File: config.mk
export PLATFORM = sky130hd
export DESIGN_NAME = cpu_axi_bridge_flat
export DESIGN_NICKNAME = d
export VERILOG_FILES = /design/src/rtl/cpu_axi_bridge_pkg.sv /design/src/rtl/cpu_axi_bridge_if.sv /design/src/rtl/cpu_axi_bridge_axi_req_slot.sv /design/src/rtl/cpu_axi_bridge.sv /design/src/flat_wrapper.sv
export SDC_FILE = /design/constraint.sdc
export NUM_CORES = 1
export LEC_CHECK = 0
export ABC_AREA = 1
export CAP_MARGIN = 20
export CORE_AREA = 2 2 123 125
export DETAILED_ROUTE_END_ITERATION = 6
export DIE_AREA = 0 0 125 127
export MAX_ROUTING_LAYER = met4
export PLACE_DENSITY_LB_ADDON = 0.2
export SLEW_MARGIN = 5
export SYNTH_ARGS = -nofsm -noshare
export SYNTH_HDL_FRONTEND = slang
export SYNTH_HIERARCHICAL = 1
export SYNTH_SLANG_ARGS = --single-unit
export TNS_END_PERCENT = 30
File: constraint.sdc
create_clock -name clk -period 1.9 [get_ports clk]
set_input_delay 0.38 -clock clk [delete_from_list [all_inputs] [get_ports clk]]
set_output_delay 0.38 -clock clk [all_outputs]
set_load 0.005 [all_outputs]
File: src/rtl/cpu_axi_bridge_pkg.sv
// Shared definitions for the CPU-to-AXI3 bridge: fixed transaction IDs,
// the AXI fields the SoC wrapper ties off, and the payload layouts held
// in the request slots.
package cpu_axi_bridge_pkg;

  // Read IDs used to steer R-channel responses back to the right port
  localparam logic [3:0] ID_INST = 4'd0;
  localparam logic [3:0] ID_DATA = 4'd1;

  // Constant AXI fields driven by the SoC wrapper, never by the bridge
  localparam logic [3:0] AXI_LEN        = 4'd0;
  localparam logic [1:0] AXI_BURST_INCR = 2'b01;
  localparam logic [1:0] AXI_LOCK       = 2'b00;
  localparam logic [3:0] AXI_CACHE      = 4'b0000;
  localparam logic [2:0] AXI_PROT       = 3'b000;
  localparam logic [2:0] AXI_SIZE       = 3'd2;
  localparam logic [3:0] AXI_WID        = 4'd1;
  localparam logic [3:0] AXI_AWID       = 4'd1;
  localparam logic       AXI_RREADY     = 1'b1;
  localparam logic       AXI_BREADY     = 1'b1;

  // Which CPU port owns the read currently being loaded into the AR slot
  typedef enum logic {
    SRC_INST = 1'b0,
    SRC_DATA = 1'b1
  } rd_src_e;

  // Read address slot contents
  typedef struct packed {
    logic [3:0]  id;
    logic [31:0] addr;
  } ar_payload_t;

  // Write data slot contents
  typedef struct packed {
    logic [31:0] data;
    logic [3:0]  strb;
  } w_payload_t;

  // Map the winning read source onto its AXI ID
  function automatic logic [3:0] src_to_id(rd_src_e src);
    return (src == SRC_DATA) ? ID_DATA : ID_INST;
  endfunction

endpackage

File: src/rtl/cpu_axi_bridge_if.sv
// AXI3 master-side signal bundle for the bridge. Only the fields that
// actually vary are carried; constant fields live in the SoC wrapper.
interface cpu_axi_bridge_if;
  import cpu_axi_bridge_pkg::*;

  logic [3:0]  arid;
  logic [31:0] araddr;
  logic        arvalid;
  logic        arready;

  logic [3:0]  rid;
  logic [31:0] rdata;
  logic        rvalid;

  logic [31:0] awaddr;
  logic        awvalid;
  logic        awready;

  logic [31:0] wdata;
  logic [3:0]  wstrb;
  logic        wvalid;
  logic        wready;

  logic        bvalid;

  modport master (
    output arid, araddr, arvalid,
    input  arready,
    input  rid, rdata, rvalid,
    output awaddr, awvalid,
    input  awready,
    output wdata, wstrb, wvalid,
    input  wready,
    input  bvalid
  );

  modport slave (
    input  arid, araddr, arvalid,
    output arready,
    output rid, rdata, rvalid,
    input  awaddr, awvalid,
    output awready,
    input  wdata, wstrb, wvalid,
    output wready,
    output bvalid
  );

endinterface

File: src/rtl/cpu_axi_bridge_axi_req_slot.sv
// Single-entry AXI request holding register. The payload is captured when
// the slot is set and stays frozen until the channel handshake drains it,
// which keeps address/data stable while valid is high.
module axi_req_slot #(
  parameter int WIDTH = 32
) (
  input  logic             clk,
  input  logic             reset,
  input  logic             set_i,
  input  logic [WIDTH-1:0] payload_i,
  input  logic             ready_i,
  output logic             valid_o,
  output logic [WIDTH-1:0] payload_o
);

  logic             valid_q, valid_d;
  logic [WIDTH-1:0] payload_q, payload_d;

  // Set wins over clear; the owner only sets an empty slot, so a set never
  // overlaps a pending handshake on the same entry
  always_comb begin
    valid_d   = valid_q;
    payload_d = payload_q;
    if (set_i) begin
      valid_d   = 1'b1;
      payload_d = payload_i;
    end else if (valid_q && ready_i) begin
      valid_d   = 1'b0;
    end
  end

  // Register the slot state, discarding any in-flight request on reset
  always_ff @(posedge clk) begin
    if (reset) begin
      valid_q   <= 1'b0;
      payload_q <= '0;
    end else begin
      valid_q   <= valid_d;
      payload_q <= payload_d;
    end
  end

  assign valid_o   = valid_q;
  assign payload_o = payload_q;

endmodule

File: src/rtl/cpu_axi_bridge.sv
// Bridge from the core's split sram-like instruction/data request ports to
// a single AXI3 master. Reads from both ports share one AR slot with data
// given priority; stores use separate AW and W slots. Each port allows one
// outstanding operation, and responses are routed back by read ID.
module cpu_axi_bridge
  import cpu_axi_bridge_pkg::*;
(
  input  logic                   clk,
  input  logic                   reset,

  input  logic                   inst_req_i,
  input  logic [31:0]            inst_addr_i,
  output logic                   inst_addr_ok_o,
  output logic                   inst_data_ok_o,
  output logic [31:0]            inst_rdata_o,

  input  logic                   data_req_i,
  input  logic                   data_wr_i,
  input  logic [31:0]            data_addr_i,
  input  logic [3:0]             data_wstrb_i,
  input  logic [31:0]            data_wdata_i,
  output logic                   data_addr_ok_o,
  output logic                   data_data_ok_o,
  output logic [31:0]            data_rdata_o,

  cpu_axi_bridge_if.master       axi
);

  logic        inst_busy_q, inst_busy_d;
  logic        data_busy_q, data_busy_d;

  logic        ar_v, aw_v, w_v;
  logic        data_rd_cand, inst_cand;
  logic        data_rd_accept, inst_accept, wr_accept, data_accept;
  logic        inst_resp, data_resp;
  rd_src_e     rd_src;

  ar_payload_t ar_in, ar_out;
  w_payload_t  w_in, w_out;
  logic [31:0] aw_out;

  // Candidates for the shared AR slot
  assign data_rd_cand = data_req_i && !data_wr_i && !data_busy_q;
  assign inst_cand    = inst_req_i && !inst_busy_q;

  // Acceptance decisions; nothing is accepted during reset
  always_comb begin
    data_rd_accept = 1'b0;
    inst_accept    = 1'b0;
    wr_accept      = 1'b0;
    rd_src         = SRC_INST;
    if (!reset) begin
      if (!ar_v) begin
        if (data_rd_cand) begin
          data_rd_accept = 1'b1;
          rd_src         = SRC_DATA;
        end else if (inst_cand) begin
          inst_accept    = 1'b1;
        end
      end
      wr_accept = data_req_i && data_wr_i && !data_busy_q && !aw_v && !w_v;
    end
  end

  assign data_accept = data_rd_accept || wr_accept;

  // Response routing by ID; a write response always belongs to the data port
  assign inst_resp = !reset && axi.rvalid && (axi.rid == ID_INST);
  assign data_resp = !reset && ((axi.rvalid && (axi.rid == ID_DATA)) || axi.bvalid);

  assign ar_in.id   = src_to_id(rd_src);
  assign ar_in.addr = (rd_src == SRC_DATA) ? data_addr_i : inst_addr_i;
  assign w_in.data  = data_wdata_i;
  assign w_in.strb  = data_wstrb_i;

  axi_req_slot #(.WIDTH($bits(ar_payload_t))) u_ar_slot (
    .clk       (clk),
    .reset     (reset),
    .set_i     (data_rd_accept || inst_accept),
    .payload_i (ar_in),
    .ready_i   (axi.arready),
    .valid_o   (ar_v),
    .payload_o (ar_out)
  );

  axi_req_slot #(.WIDTH(32)) u_aw_slot (
    .clk       (clk),
    .reset     (reset),
    .set_i     (wr_accept),
    .payload_i (data_addr_i),
    .ready_i   (axi.awready),
    .valid_o   (aw_v),
    .payload_o (aw_out)
  );

  axi_req_slot #(.WIDTH($bits(w_payload_t))) u_w_slot (
    .clk       (clk),
    .reset     (reset),
    .set_i     (wr_accept),
    .payload_i (w_in),
    .ready_i   (axi.wready),
    .valid_o   (w_v),
    .payload_o (w_out)
  );

  // Busy flags span from address acceptance to the matching response
  always_comb begin
    inst_busy_d = inst_busy_q;
    data_busy_d = data_busy_q;
    if (inst_accept) begin
      inst_busy_d = 1'b1;
    end else if (inst_resp) begin
      inst_busy_d = 1'b0;
    end
    if (data_accept) begin
      data_busy_d = 1'b1;
    end else if (data_resp) begin
      data_busy_d = 1'b0;
    end
  end

  // Register the busy flags; reset abandons anything outstanding
  always_ff @(posedge clk) begin
    if (reset) begin
      inst_busy_q <= 1'b0;
      data_busy_q <= 1'b0;
    end else begin
      inst_busy_q <= inst_busy_d;
      data_busy_q <= data_busy_d;
    end
  end

  assign axi.arvalid = ar_v;
  assign axi.arid    = ar_out.id;
  assign axi.araddr  = ar_out.addr;
  assign axi.awvalid = aw_v;
  assign axi.awaddr  = aw_out;
  assign axi.wvalid  = w_v;
  assign axi.wdata   = w_out.data;
  assign axi.wstrb   = w_out.strb;

  assign inst_addr_ok_o = inst_accept;
  assign data_addr_ok_o = data_accept;
  assign inst_data_ok_o = inst_resp;
  assign data_data_ok_o = data_resp;
  assign inst_rdata_o   = axi.rdata;
  assign data_rdata_o   = axi.rdata;

endmodule

File: src/flat_wrapper.sv
// flat-port wrapper written by rule: the top's interface ports become plain ports
module cpu_axi_bridge_flat import cpu_axi_bridge_pkg::*;
  (clk, reset, inst_req_i, inst_addr_i, inst_addr_ok_o, inst_data_ok_o, inst_rdata_o, data_req_i, data_wr_i, data_addr_i, data_wstrb_i, data_wdata_i, data_addr_ok_o, data_data_ok_o, data_rdata_o, axi_arid, axi_araddr, axi_arvalid, axi_arready, axi_rid, axi_rdata, axi_rvalid, axi_awaddr, axi_awvalid, axi_awready, axi_wdata, axi_wstrb, axi_wvalid, axi_wready, axi_bvalid);
  cpu_axi_bridge_if axi_i ();
  input  logic clk;
  input  logic reset;
  input  logic inst_req_i;
  input  logic [31:0] inst_addr_i;
  output logic inst_addr_ok_o;
  output logic inst_data_ok_o;
  output logic [31:0] inst_rdata_o;
  input  logic data_req_i;
  input  logic data_wr_i;
  input  logic [31:0] data_addr_i;
  input  logic [3:0] data_wstrb_i;
  input  logic [31:0] data_wdata_i;
  output logic data_addr_ok_o;
  output logic data_data_ok_o;
  output logic [31:0] data_rdata_o;
  output wire logic [$bits(axi_i.arid)-1:0] axi_arid;
  output wire logic [$bits(axi_i.araddr)-1:0] axi_araddr;
  output wire logic [$bits(axi_i.arvalid)-1:0] axi_arvalid;
  input wire logic [$bits(axi_i.arready)-1:0] axi_arready;
  input wire logic [$bits(axi_i.rid)-1:0] axi_rid;
  input wire logic [$bits(axi_i.rdata)-1:0] axi_rdata;
  input wire logic [$bits(axi_i.rvalid)-1:0] axi_rvalid;
  output wire logic [$bits(axi_i.awaddr)-1:0] axi_awaddr;
  output wire logic [$bits(axi_i.awvalid)-1:0] axi_awvalid;
  input wire logic [$bits(axi_i.awready)-1:0] axi_awready;
  output wire logic [$bits(axi_i.wdata)-1:0] axi_wdata;
  output wire logic [$bits(axi_i.wstrb)-1:0] axi_wstrb;
  output wire logic [$bits(axi_i.wvalid)-1:0] axi_wvalid;
  input wire logic [$bits(axi_i.wready)-1:0] axi_wready;
  input wire logic [$bits(axi_i.bvalid)-1:0] axi_bvalid;
  assign axi_arid = axi_i.arid;
  assign axi_araddr = axi_i.araddr;
  assign axi_arvalid = axi_i.arvalid;
  assign axi_i.arready = axi_arready;
  assign axi_i.rid = axi_rid;
  assign axi_i.rdata = axi_rdata;
  assign axi_i.rvalid = axi_rvalid;
  assign axi_awaddr = axi_i.awaddr;
  assign axi_awvalid = axi_i.awvalid;
  assign axi_i.awready = axi_awready;
  assign axi_wdata = axi_i.wdata;
  assign axi_wstrb = axi_i.wstrb;
  assign axi_wvalid = axi_i.wvalid;
  assign axi_i.wready = axi_wready;
  assign axi_i.bvalid = axi_bvalid;
  cpu_axi_bridge u_core (.clk(clk), .reset(reset), .inst_req_i(inst_req_i), .inst_addr_i(inst_addr_i), .inst_addr_ok_o(inst_addr_ok_o), .inst_data_ok_o(inst_data_ok_o), .inst_rdata_o(inst_rdata_o), .data_req_i(data_req_i), .data_wr_i(data_wr_i), .data_addr_i(data_addr_i), .data_wstrb_i(data_wstrb_i), .data_wdata_i(data_wdata_i), .data_addr_ok_o(data_addr_ok_o), .data_data_ok_o(data_data_ok_o), .data_rdata_o(data_rdata_o), .axi(axi_i));
endmodule
# Word-level counts from Yosys, hierarchy flattened
# Cells that the tools add are included.
[totals]
ff_bits = 109
in_bits = 146
wordCells = 58
[classes]
n_reduce_logical = 29
mux = 20
n_eq_ne = 1
[op_table]
columns = ["operator", "n"]
rows = [
  ["$mux W32", 1],
  ["$mux W1", 19],
  ["$logic_and A1 B1 Y1", 14],
  ["$reduce_bool A2 Y1", 5],
  ["$logic_not A1 Y1", 6],
  ["$eq A4 B1 Y1 const B", 1],
  ["$logic_not A4 Y1", 1],
  ["$logic_or A1 B1 Y1", 3],
]

# Logic depth before layout (Yosys ltp)
# Gate-level depths: netlist of run 1.
[logic_depth]
word_depth = 8
mapped_depth = 10
ltp_nobuf = 8

# Modules after synthesis
# The synthesis of run 1 kept the hierarchy.
[modules_own_cells]
columns = ["module", "area_per_inst_um2", "instances", "cells_each"]
rows = [
  ["axi_req_slot (u_core.u_ar_slot ...)", 1367.6, 2, 160],
  ["axi_req_slot (u_core.u_aw_slot)", 1152.4, 1, 143],
  ["cpu_axi_bridge", 1116.1, 1, 199],
]

# Worst setup path after synthesis of run 1
# No wires, ideal clock.
[synth_path]
kind = "input-to-reg"
startpoint = "input port data_req_i"
endpoint = "register u_core.u_ar_slot.payload_q[32] (netlist: u_core/u_ar_slot/payload_o[32])"
t_arrival_ps = 1402
stages = 10
required_time_ps = 1784
slack_ps = 383
path_cell_list = "inv_1 nor2_2 nand3_4 buf_2 nand2_1 buf_6 inv_12 buf_6 nor2_1 nor2_1"
[synth_between]
elab_chain_cells = 6
[synth_rtl]
columns = ["item", "line_no", "text"]
rows = [
  ["start: declaration", "flat_wrapper.sv:12", "input logic data_req_i;"],
  ["$logic_and A1 B1 Y1 (*) (2 in a row)", "cpu_axi_bridge.sv:43", "assign data_rd_cand = data_req_i && !data_wr_i && !data_busy_q;"],
  ["$mux W1", "cpu_axi_bridge.sv:54", "if (data_rd_cand) begin"],
  ["$mux W1", "cpu_axi_bridge.sv:53", "if (!ar_v) begin"],
  ["$mux W1", "cpu_axi_bridge.sv:52", "if (!reset) begin"],
  ["$mux W1 / $logic_or A1 B1 Y1 (equally long branches)", "cpu_axi_bridge_pkg.sv:42, cpu_axi_bridge.sv:79", ""],
  ["end signal: assignment", "cpu_axi_bridge_axi_req_slot.sv:39", "payload_q <= payload_d;"],
  ["end: declaration", "cpu_axi_bridge_axi_req_slot.sv:17", "logic [WIDTH-1:0] payload_q, payload_d;"],
]
# Mark *: on every way between the ends. The rest lies on a longest branch, timed or not.
# A chain may end at the register's enable or synchronous reset.

# Worst setup path after layout of run 1
[layout_path]
startpoint = "input port data_req_i"
endpoint = "output port inst_addr_ok_o"
[layout_between]
elab_chain_cells = 5
[layout_rtl]
columns = ["item", "line_no", "text"]
rows = [
  ["$logic_and A1 B1 Y1 (2 in a row)", "cpu_axi_bridge.sv:43", ""],
  ["$mux W1", "cpu_axi_bridge.sv:54", ""],
  ["$mux W1", "cpu_axi_bridge.sv:53", ""],
  ["$mux W1", "cpu_axi_bridge.sv:52", ""],
  ["end: declaration", "flat_wrapper.sv:9", "output logic inst_addr_ok_o;"],
]
# Every way passes these cells.

==> impl_metrics.toml, run 1 <==
[timing]
period_share_pct = 101
setup_tns_ns = -0.0269
worstMarginPinSlew_ns = 0.518
hold_violations = 0
max_freq_ghz = 0.519
finalCriticalPeriod_ns = 1.93
hold_slack_ns = 0.491
fin_worst_skew_ns = 0.00612
rsz0062_at_grt = "yes"
slew_viol_final = 0
setup_viol = 1
relSlewSlack_pct = 65.4
worst_slack_ns = -0.0269

[outcome]
violations = "negative setup slack"
status = "complete, but fails checks"

[yosys]
synth_cell_types = 25
netlist.area_leader.share_pct = 43.6
syn_inst = 662
yosysSeqAreaShare_pct = 43.6
synth_warnings = 6
synth_edf_count = 0
synthTopCellsByCount = "nor2_1 (194), dfxtp_1 (109), nand2_1 (94), o21ai_0 (86), buf_4 (64)"
synth_top_flop_cell = "dfxtp_1"
yosysMostFrequentCell = "nor2_1"
avgSynthCellArea_sq_um = 7.56
async_flop_share_pct = 0
synth_top_cells_by_area = "dfxtp_1 (44%), nor2_1 (15%), buf_4 (9.6%)"
synth_top_cell_by_area = "dfxtp_1"
netlist_area_sq_um = 5000
ys_seq_elements = 109

[route]
wl_per_cell_um = 14.6
num_vias = 4669
viasPerCell = 4.60
detail_route.iter0.violations = 279
drtPass1Iterations = 4
postRouteAntennaNets = 0
routed_wirelength_um = 14800
drc = 0

[critical_path]
slowest_delay_ns = 0.46
r2r-start = "u_core/u_ar_slot/valid_o$_SDFFE_PP0P_"
worst-path-stages = 7
worstSetupStartpointType = "input port"
r2r_setup_slack_ns = 0.39
cp-endpoint = "inst_addr_ok_o"
path_buf_inv = 4
startpoint = "data_req_i"
rr_endpoint = "u_core/u_ar_slot/payload_o[4]$_SDFFE_PP0P_"
cpMostUsedCell = "inv_1"
cp_slowest_cell = "clkdlybuf4s50_1"
cp.arrival_ns = 1.55
endpoint_kind = "primary output"
crit_type = "input port to primary output"
crit_family = "buffers and inverters"
rr_worst_depth = 8
cp.required_ns = 1.52
path_max_fanout = 3
path_cells = "clkdlybuf4s50_1 > inv_1 > nor2_4 > nand2_1 > nand3_2 > inv_1 > dlygate4sd2_1"

[placed_design]
port_buffers = 224
dp.cells = 999
place_hpwl_um = 10800
globalplace.congestion = 0.829
dp_slack_ns = -0.276

[min_path]
hold_class = "flop to flop"
worstHoldStart = "u_core/u_w_slot/payload_o[19]$_SDFFE_PP0P_"

[cts]
clkTransAtPathRegs_ns = 0.07
cts_tree = "done"
cts_buffer_depth = 2
clock_latency_ns = 0.34
cts_setup_buffers = 0
cts-root-buf = "clkbuf_16"
cts_sinks = 109
cts-buffers-inserted = 9
htree_levels = 3

[power]
leakagePower_nw = 3.18
peakVddDrop_uv = 446
p_per_area_nw_per_um2 = 760

[layout]
layout.nets = 972
drive_above_1_share_pct = 10.5
area_delta_synth_final_pct = 46.0
antenna_cells = 0
final_cell_count_no_fill = 1015

[floorplanning]
die_area_sq_um = 15900
pin_count = 321
chipWidth_um = 125
start_util_pct = 34.7
fp.dieH_um = 127
core_sq_um = 14400
num_rows = 44

[global_route]
grt-ovfl-total = 0
grt_pass1_vias = 4519
grt_max_degree = 38
grt_pass1_wl_um = 23100
grt.total_usage_pct = 18.5
antenna_found_initial = 0

[run]
maxCapViolCount = 0
-- cell families (layout without fill, tap and decap cells) --
| family | after synthesis | after routing | synth area share [%] |
|---|---|---|---|
| AND/OR/NAND/NOR | 325 | 325 | 26.5 |
| flip-flops | 109 | 109 | 43.6 |
| other | 1 | 3 | 0.0749 |
| buffers and inverters | 117 | 284 | 18.7 |
| AO/OA/AOI/OAI | 110 | 110 | 11.2 |
-- worst register-to-register path, stage by stage (launching register included) --
cell and delay [ns]:
dfxtp_1 0.36, nor2_4 0.16, nand3_4 0.09, buf_4 0.20
nand2_1 0.14, buf_12 0.18, inv_12 0.10, nor2_1 0.13
nor2_1 0.06
-- timing repair --
action	4_1_cts	5_1_grt
resized for setup	4	7
setup endpoints to repair	4	4
hold buffers	0	0
pin swaps	0	1
-- state kept, by name, indices dropped and copies added, names as in the netlist --
| register | flops |
|---|---|
| u_core/u_w_slot/valid_o | 1 |
| u_core/data_busy_q | 1 |
| u_core/u_aw_slot/payload_o | 32 |
| u_core/u_ar_slot/valid_o | 1 |
| u_core/u_ar_slot/payload_o | 36 |
| u_core/u_aw_slot/valid_o | 1 |
| u_core/u_w_slot/payload_o | 36 |
| u_core/inst_busy_q | 1 |
-- how the worst min path moves through the flow --
| stage | end | slack (ns) | depth (start not counted) |
|---|---|---|---|
| 2_1_floorplan | u_core/inst_busy_q$_SDFFE_PP0P_ | 0.43 | 2 |
| 3_5_place_dp | u_core/u_w_slot/payload_o[13]$_SDFFE_PP0P_ | 0.48 | 2 |
| 6_report | u_core/u_w_slot/payload_o[19]$_SDFFE_PP0P_ | 0.49 | 2 |
| 4_1_cts | u_core/u_aw_slot/valid_o$_SDFFE_PP0P_ | 0.49 | 2 |
| 5_1_grt | u_core/inst_busy_q$_SDFFE_PP0P_ | 0.51 | 2 |
| 3_3_place_gp | u_core/inst_busy_q$_SDFFE_PP0P_ | 0.46 | 2 |
-- per-layer routing --
| metal | part of all wire [%] | up-vias | wire length [um] | global-route usage (%) |
|---|---|---|---|---|
| li1 | - | 2327 | - | - |
| met1 | 42 | 2088 | 6210 | 22.1 |
| met3 | 8.2 | 29 | 1220 | 5.32 |
| met2 | 48 | 225 | 7080 | 30.0 |
| met5 | 0 | - | 0 | - |
| met4 | 2.0 | 0 | 299 | 6.47 |
-- power breakdown --
group / total, mW / internal [mW] / switching [mW]
registers: 2.53 / 2.45 / 0.0852
logic: 1.11 / 0.646 / 0.462
clock network: 1.91 / 1.06 / 0.849
total: 5.55 / 4.16 / 1.40
-- metrics by stage --
step                      util (%)  power [mW]  instance area [sq um]
final                         50.6        5.55                   7300
after global routing          50.6        5.84                   7300
after CTS                     50.5        5.64                   7280
after detailed placement      48.4        3.69                   6980
after global placement        48.4        3.68                   6980
after floorplan                  -        3.11                   5010
-- cell usage in the layout, fill, tap and decap left out, types with 3 or more instances in the layout --
cell type and n:
a21oi_2 3, clkdlybuf4s50_1 219, a21oi_1 3, clkbuf_16 9
nand2_1 94, dlygate4sd2_1 3, dfxtp_1 109, buf_4 15
o21ai_1 18, nor2_1 193, nand3_2 3, nor2_2 21
nand2_2 9, buf_12 11, inv_2 4, inv_1 11
o21ai_0 86, conb_1 3
-- area by class of cell --
class                   count  area, sq um
multi-input cells         438         1920
clock buffers              11          243
well taps                 184          230
clock inverters             5         57.6
repair buffers            250         2580
fillers                  1370         7120
inverters                  18         95.1
flip-flops and latches    109         2180
No activity file was read; power rests on OpenSTA's default activity.
==> run 2: changes to the inputs <==
--- a/config.mk
+++ b/config.mk
@@ -7,9 +7,9 @@
 export LEC_CHECK = 0
 export ABC_AREA = 1
 export CAP_MARGIN = 20
-export CORE_AREA = 2 2 123 125
+export CORE_MARGIN = 2
+export CORE_UTILIZATION = 35
 export DETAILED_ROUTE_END_ITERATION = 6
-export DIE_AREA = 0 0 125 127
 export MAX_ROUTING_LAYER = met4
 export PLACE_DENSITY_LB_ADDON = 0.2
 export SLEW_MARGIN = 5
==> constraint.sdc (replaced) <==
create_clock -name clk -period 2.1 [get_ports clk]
set_input_delay 0.42 -clock clk [delete_from_list [all_inputs] [get_ports clk]]
set_output_delay 0.42 -clock clk [all_outputs]
set_load 0.005 [all_outputs]
==> impl_metrics.toml, run 2 (same netlist as run 1, synthesis figures left out) <==
[timing]
setup_viol = 1
hold_violations = 0
hold_slack_ns = 0.477
relSlewSlack_pct = 38.2
worst_slack_ns = -0.0395
fin_worst_skew_ns = 0.00549
slew_viol_final = 0
finalCriticalPeriod_ns = 2.14
rsz0062_at_grt = "yes"
max_freq_ghz = 0.467
period_share_pct = 102
worstMarginPinSlew_ns = 0.926

[route]
routed_wirelength_um = 14600
drc = 0
drtPass1Iterations = 4
viasPerCell = 4.66
wl_per_cell_um = 14.6
num_vias = 4669
postRouteAntennaNets = 0
detail_route.iter0.violations = 225

[floorplanning]
chipWidth_um = 124
num_rows = 43
fp.dieH_um = 124
pin_count = 321
die_area_sq_um = 15300
start_util_pct = 35.9
core_sq_um = 13900

[critical_path]
endpoint_kind = "primary output"
cp.required_ns = 1.68
path_max_fanout = 3
crit_type = "input port to primary output"
worstSetupStartpointType = "input port"
cp.arrival_ns = 1.72

[power]
leakagePower_nw = 3.09
p_per_area_nw_per_um2 = 697
peakVddDrop_uv = 366

[cts]
cts-root-buf = "clkbuf_16"
clock_latency_ns = 0.35
cts-buffers-inserted = 9
hold_buffers = 0
cts_tree = "done"
htree_levels = 3
cts_buffer_depth = 2
cts_sinks = 109
clkTransAtPathRegs_ns = 0.07

[outcome]
status = "complete, but fails checks"
violations = "negative setup slack"

[layout]
area_delta_synth_final_pct = 43.0
ff_latch_area_sq_um = 2180
multi_input_area_sq_um = 1910
final_cell_count_no_fill = 1003
final_common_cell = "clkdlybuf4s50_1"
drive_above_1_share_pct = 9.60
final_area_sq_um = 7150
final_cell_mix = "clkdlybuf4s50_1 (220), nor2_1 (193), dfxtp_1 (109), nand2_1 (93), o21ai_0 (86)"
final.fill_count = 1374
layout.nets = 964
antenna_cells = 0

[global_route]
grt.total_usage_pct = 19.0
antenna_found_initial = 0
grt_max_degree = 38
grt-ovfl-total = 0
grt_pass1_wl_um = 21900
grt_pass1_vias = 4492

[placed_design]
globalplace.congestion = 0.803
dp_slack_ns = -0.158
port_buffers = 224
place_hpwl_um = 10500
dp.cells = 986
placed_area_sq_um = 6830

[run]
maxCapViolCount = 0

[min_path]
hold_class = "flop to flop"
==> run 2: changes by cell type in the layout (fill, tap and decap cells not counted), sizes merged <==
cell,delta
clkinvlp,+1
clkdlybuf4s50,+1
inv,+1
buf,-8
clkbuf,-2
dlymetal6s2s,-1
==> run 2: critical path, cell delays in order <==
cell and delay (ns):
clkdlybuf4s50_1 0.45, inv_1 0.06, nor2_4 0.13, nand2_1 0.07, nand3_1 0.09, inv_1 0.05
clkdlybuf4s50_1 0.44
==> run 2: through the flow <==
step	total power, mW	util, %	TNS (ns)
final	4.98	51.3	-0.0395
after global placement	3.30	49.0	-3.00
after CTS	5.05	51.3	-0.124
after global routing	5.23	51.3	-0.0957
after detailed placement	3.31	49.0	-5.37
after floorplan	2.82	-	0
==> run 2: routing by layer <==
layer / global-route usage [%] / routed length, um / share of wire, %
met3: 5.40 / 1400 / 9.6
met1: 22.5 / 6240 / 43
met5: - / 0 / 0
met2: 30.7 / 6760 / 46
met4: 6.82 / 220 / 1.5
==> run 2: report_power, final <==
group	total, mW	switching, mW	internal, mW	leakage, nW
combinational	0.971	0.408	0.562	2.05
sequential	2.29	0.0788	2.21	0.893
clock	1.72	0.790	0.932	0.146
total	4.98	1.28	3.71	3.09
==> run 2: what timing repair did <==
action                                  in CTS  in global routing
setup buffers                                1                  0
gates cloned                                 0                  0
endpoints found under the setup margin       4                  2
gates resized for setup                      5                  5
pin swaps                                    1                  1
==> run 2: path summary, 6_finish.rpt <==
check,startpoint,to,slack [ns],cells after the start
max,data_req_i,inst_addr_ok_o,-0.04,7
min,u_core/u_w_slot/valid_o$_SDFFE_PP0P_,u_core/u_w_slot/valid_o$_SDFFE_PP0P_,0.48,2
max reg2reg,u_core/u_ar_slot/valid_o$_SDFFE_PP0P_,u_core/u_ar_slot/payload_o[10]$_SDFFE_PP0P_,0.51,8
min reg2reg,u_core/u_w_slot/valid_o$_SDFFE_PP0P_,u_core/u_w_slot/valid_o$_SDFFE_PP0P_,0.48,2
==> run 2: final cells by class <==
cell class	count	share of cell area, %
Tap cell	180	3.15
Timing Repair Buffer	242	34.1
Multi-Input combinational cell	438	26.8
Clock inverter	7	1.03
Clock buffer	9	3.15
Sequential cell	109	30.5
Inverter	18	1.33
==> run 3: changes to the inputs <==
--- a/config.mk
+++ b/config.mk
@@ -8,7 +8,7 @@
 export ABC_AREA = 1
 export CAP_MARGIN = 20
 export CORE_MARGIN = 2
-export CORE_UTILIZATION = 35
+export CORE_UTILIZATION = 33
 export DETAILED_ROUTE_END_ITERATION = 6
 export MAX_ROUTING_LAYER = met4
 export PLACE_DENSITY_LB_ADDON = 0.2
==> constraint.sdc (replaced) <==
create_clock -name clk -period 1.75 [get_ports clk]
set_input_delay 0.35 -clock clk [delete_from_list [all_inputs] [get_ports clk]]
set_output_delay 0.35 -clock clk [all_outputs]
set_load 0.005 [all_outputs]
==> impl_metrics.toml, run 3 (same netlist as run 1, synthesis figures left out) <==
[cts]
clock_latency_ns = 0.35
htree_levels = 3
cts_buffer_depth = 2
clkTransAtPathRegs_ns = 0.07
hold_buffers = 0
cts_tree = "done"
cts-root-buf = "clkbuf_16"
cts-buffers-inserted = 9
cts_sinks = 109

[route]
drtPass1Iterations = 4
wl_per_cell_um = 14.3
viasPerCell = 4.57
routed_wirelength_um = 14700
num_vias = 4682
drc = 0
postRouteAntennaNets = 0
detail_route.iter0.violations = 233

[timing]
setup_viol = 0
slew_viol_final = 0
hold_slack_ns = 0.485
period_share_pct = 98.6
finalCriticalPeriod_ns = 1.73
hold_violations = 0
max_freq_ghz = 0.579
fin_worst_skew_ns = 0.00557

[global_route]
grt_pass1_vias = 4513
grt_max_degree = 38
antenna_found_initial = 1
grt_pass1_wl_um = 22400
grt.total_usage_pct = 17.8
grt-ovfl-total = 0

[critical_path]
path_max_fanout = 2
r2r_setup_slack_ns = 0.28
rr_endpoint = "u_core/u_ar_slot/payload_o[7]$_SDFFE_PP0P_"
crit_type = "input port to primary output"
cp_slowest_cell = "clkdlybuf4s50_1"
crit_family = "buffers and inverters"
rr_worst_depth = 10
path_cells = "clkdlybuf4s50_1 > inv_1 > nor2_2 > nand3_2 > a21oi_2 > buf_2"
endpoint_kind = "primary output"
cp.arrival_ns = 1.38
worstSetupStartpointType = "input port"
path_buf_inv = 3
r2r-start = "u_core/data_busy_q$_SDFFE_PP0P_"
cp.required_ns = 1.40
slowest_delay_ns = 0.46

[min_path]
worstHoldEndpoint = "u_core/inst_busy_q$_SDFFE_PP0P_"
holdPathStages = 2
hold_class = "flop to flop"
worstHoldStart = "u_core/inst_busy_q$_SDFFE_PP0P_"

[layout]
drive_above_1_share_pct = 11.7
final_cell_mix = "clkdlybuf4s50_1 (218), nor2_1 (193), dfxtp_1 (109), nand2_1 (92), o21ai_0 (86)"
final_area_sq_um = 7430
area_delta_synth_final_pct = 48.4
final_common_cell = "clkdlybuf4s50_1"
layout.nets = 976

[floorplanning]
core_sq_um = 15000
pin_count = 321
die_area_sq_um = 16200
fp.dieH_um = 127
chipWidth_um = 127
start_util_pct = 33.3
num_rows = 45

[power]
peakVddDrop_uv = 458
total_power_mw = 6.31
leakagePower_nw = 3.22
p_per_area_nw_per_um2 = 850

[placed_design]
globalplace.congestion = 0.818
placed_area_sq_um = 6960
port_buffers = 224
place_hpwl_um = 10300

[outcome]
status = "finished clean"

[run]
maxCapViolCount = 0
==> run 3: where the power goes <==
| part | switching [mW] | internal [mW] | leakage, nW |
|---|---|---|---|
| registers | 0.0918 | 2.66 | 0.893 |
| logic | 0.513 | 0.726 | 2.16 |
| clock network | 0.947 | 1.38 | 0.169 |
==> run 3: repair_timing <==
item,CTS,global route
cloned,0,2
hold endpoints to repair,0,0
gates resized for setup,7,18
endpoints found under the setup margin,4,29
buffers inserted,1,4
pin swaps,0,5
==> run 3: how the worst max path moves through the flow <==
stage	from	to	slack [ns]	cells past startpoint
after floorplan	data_req_i	u_core/u_ar_slot/payload_o[32]$_SDFFE_PP0P_	0.26	10
after global placement	data_req_i	data_addr_ok_o	-0.34	6
after detailed placement	data_req_i	data_addr_ok_o	-0.34	6
after CTS	data_req_i	inst_addr_ok_o	-0.22	7
after global routing	axi_rvalid	data_data_ok_o	-0.02	6
final	axi_rvalid	data_data_ok_o	0.02	6
==> run 3: area by class of cell <==
class / instances / area (sq um)
diodes: 1 / 2.50
clock buffers: 12 / 267
clock inverters: 4 / 77.6
fillers: 1424 / 7610
inverters: 18 / 98.8
multi-input cells: 438 / 1930
flip-flops and latches: 109 / 2180
well taps: 188 / 235
repair buffers: 254 / 2630
==> run 3: tightest hold or removal path, stage by stage, from the launching register on <==
cell and delay [ns]:
dfxtp_1 0.32, nand2_1 0.07, a21oi_1 0.05
==> run 3: stage by stage <==
step	std cells	worst slack [ns]	utilization (%)	TNS, ns
2_1_floorplan	664	0.263	-	0
3_3_place_gp	1000	-0.337	46.3	-24.11
3_5_place_dp	1000	-0.338	46.3	-24.77
4_1_cts	1017	-0.225	48.6	-0.257
5_1_grt	1024	-0.0227	49.4	-0.0227
6_report	1024	0.0238	49.4	0
==> run 3: per-layer routing <==
| metal | up-vias | wire, um | GRT usage, % |
|---|---|---|---|
| li1 | 2347 | - | - |
| met1 | 2126 | 6420 | 21.6 |
| met2 | 185 | 6940 | 28.7 |
| met3 | 24 | 1050 | 4.48 |
| met4 | 0 | 259 | 6.59 |
| met5 | - | 0 | - |
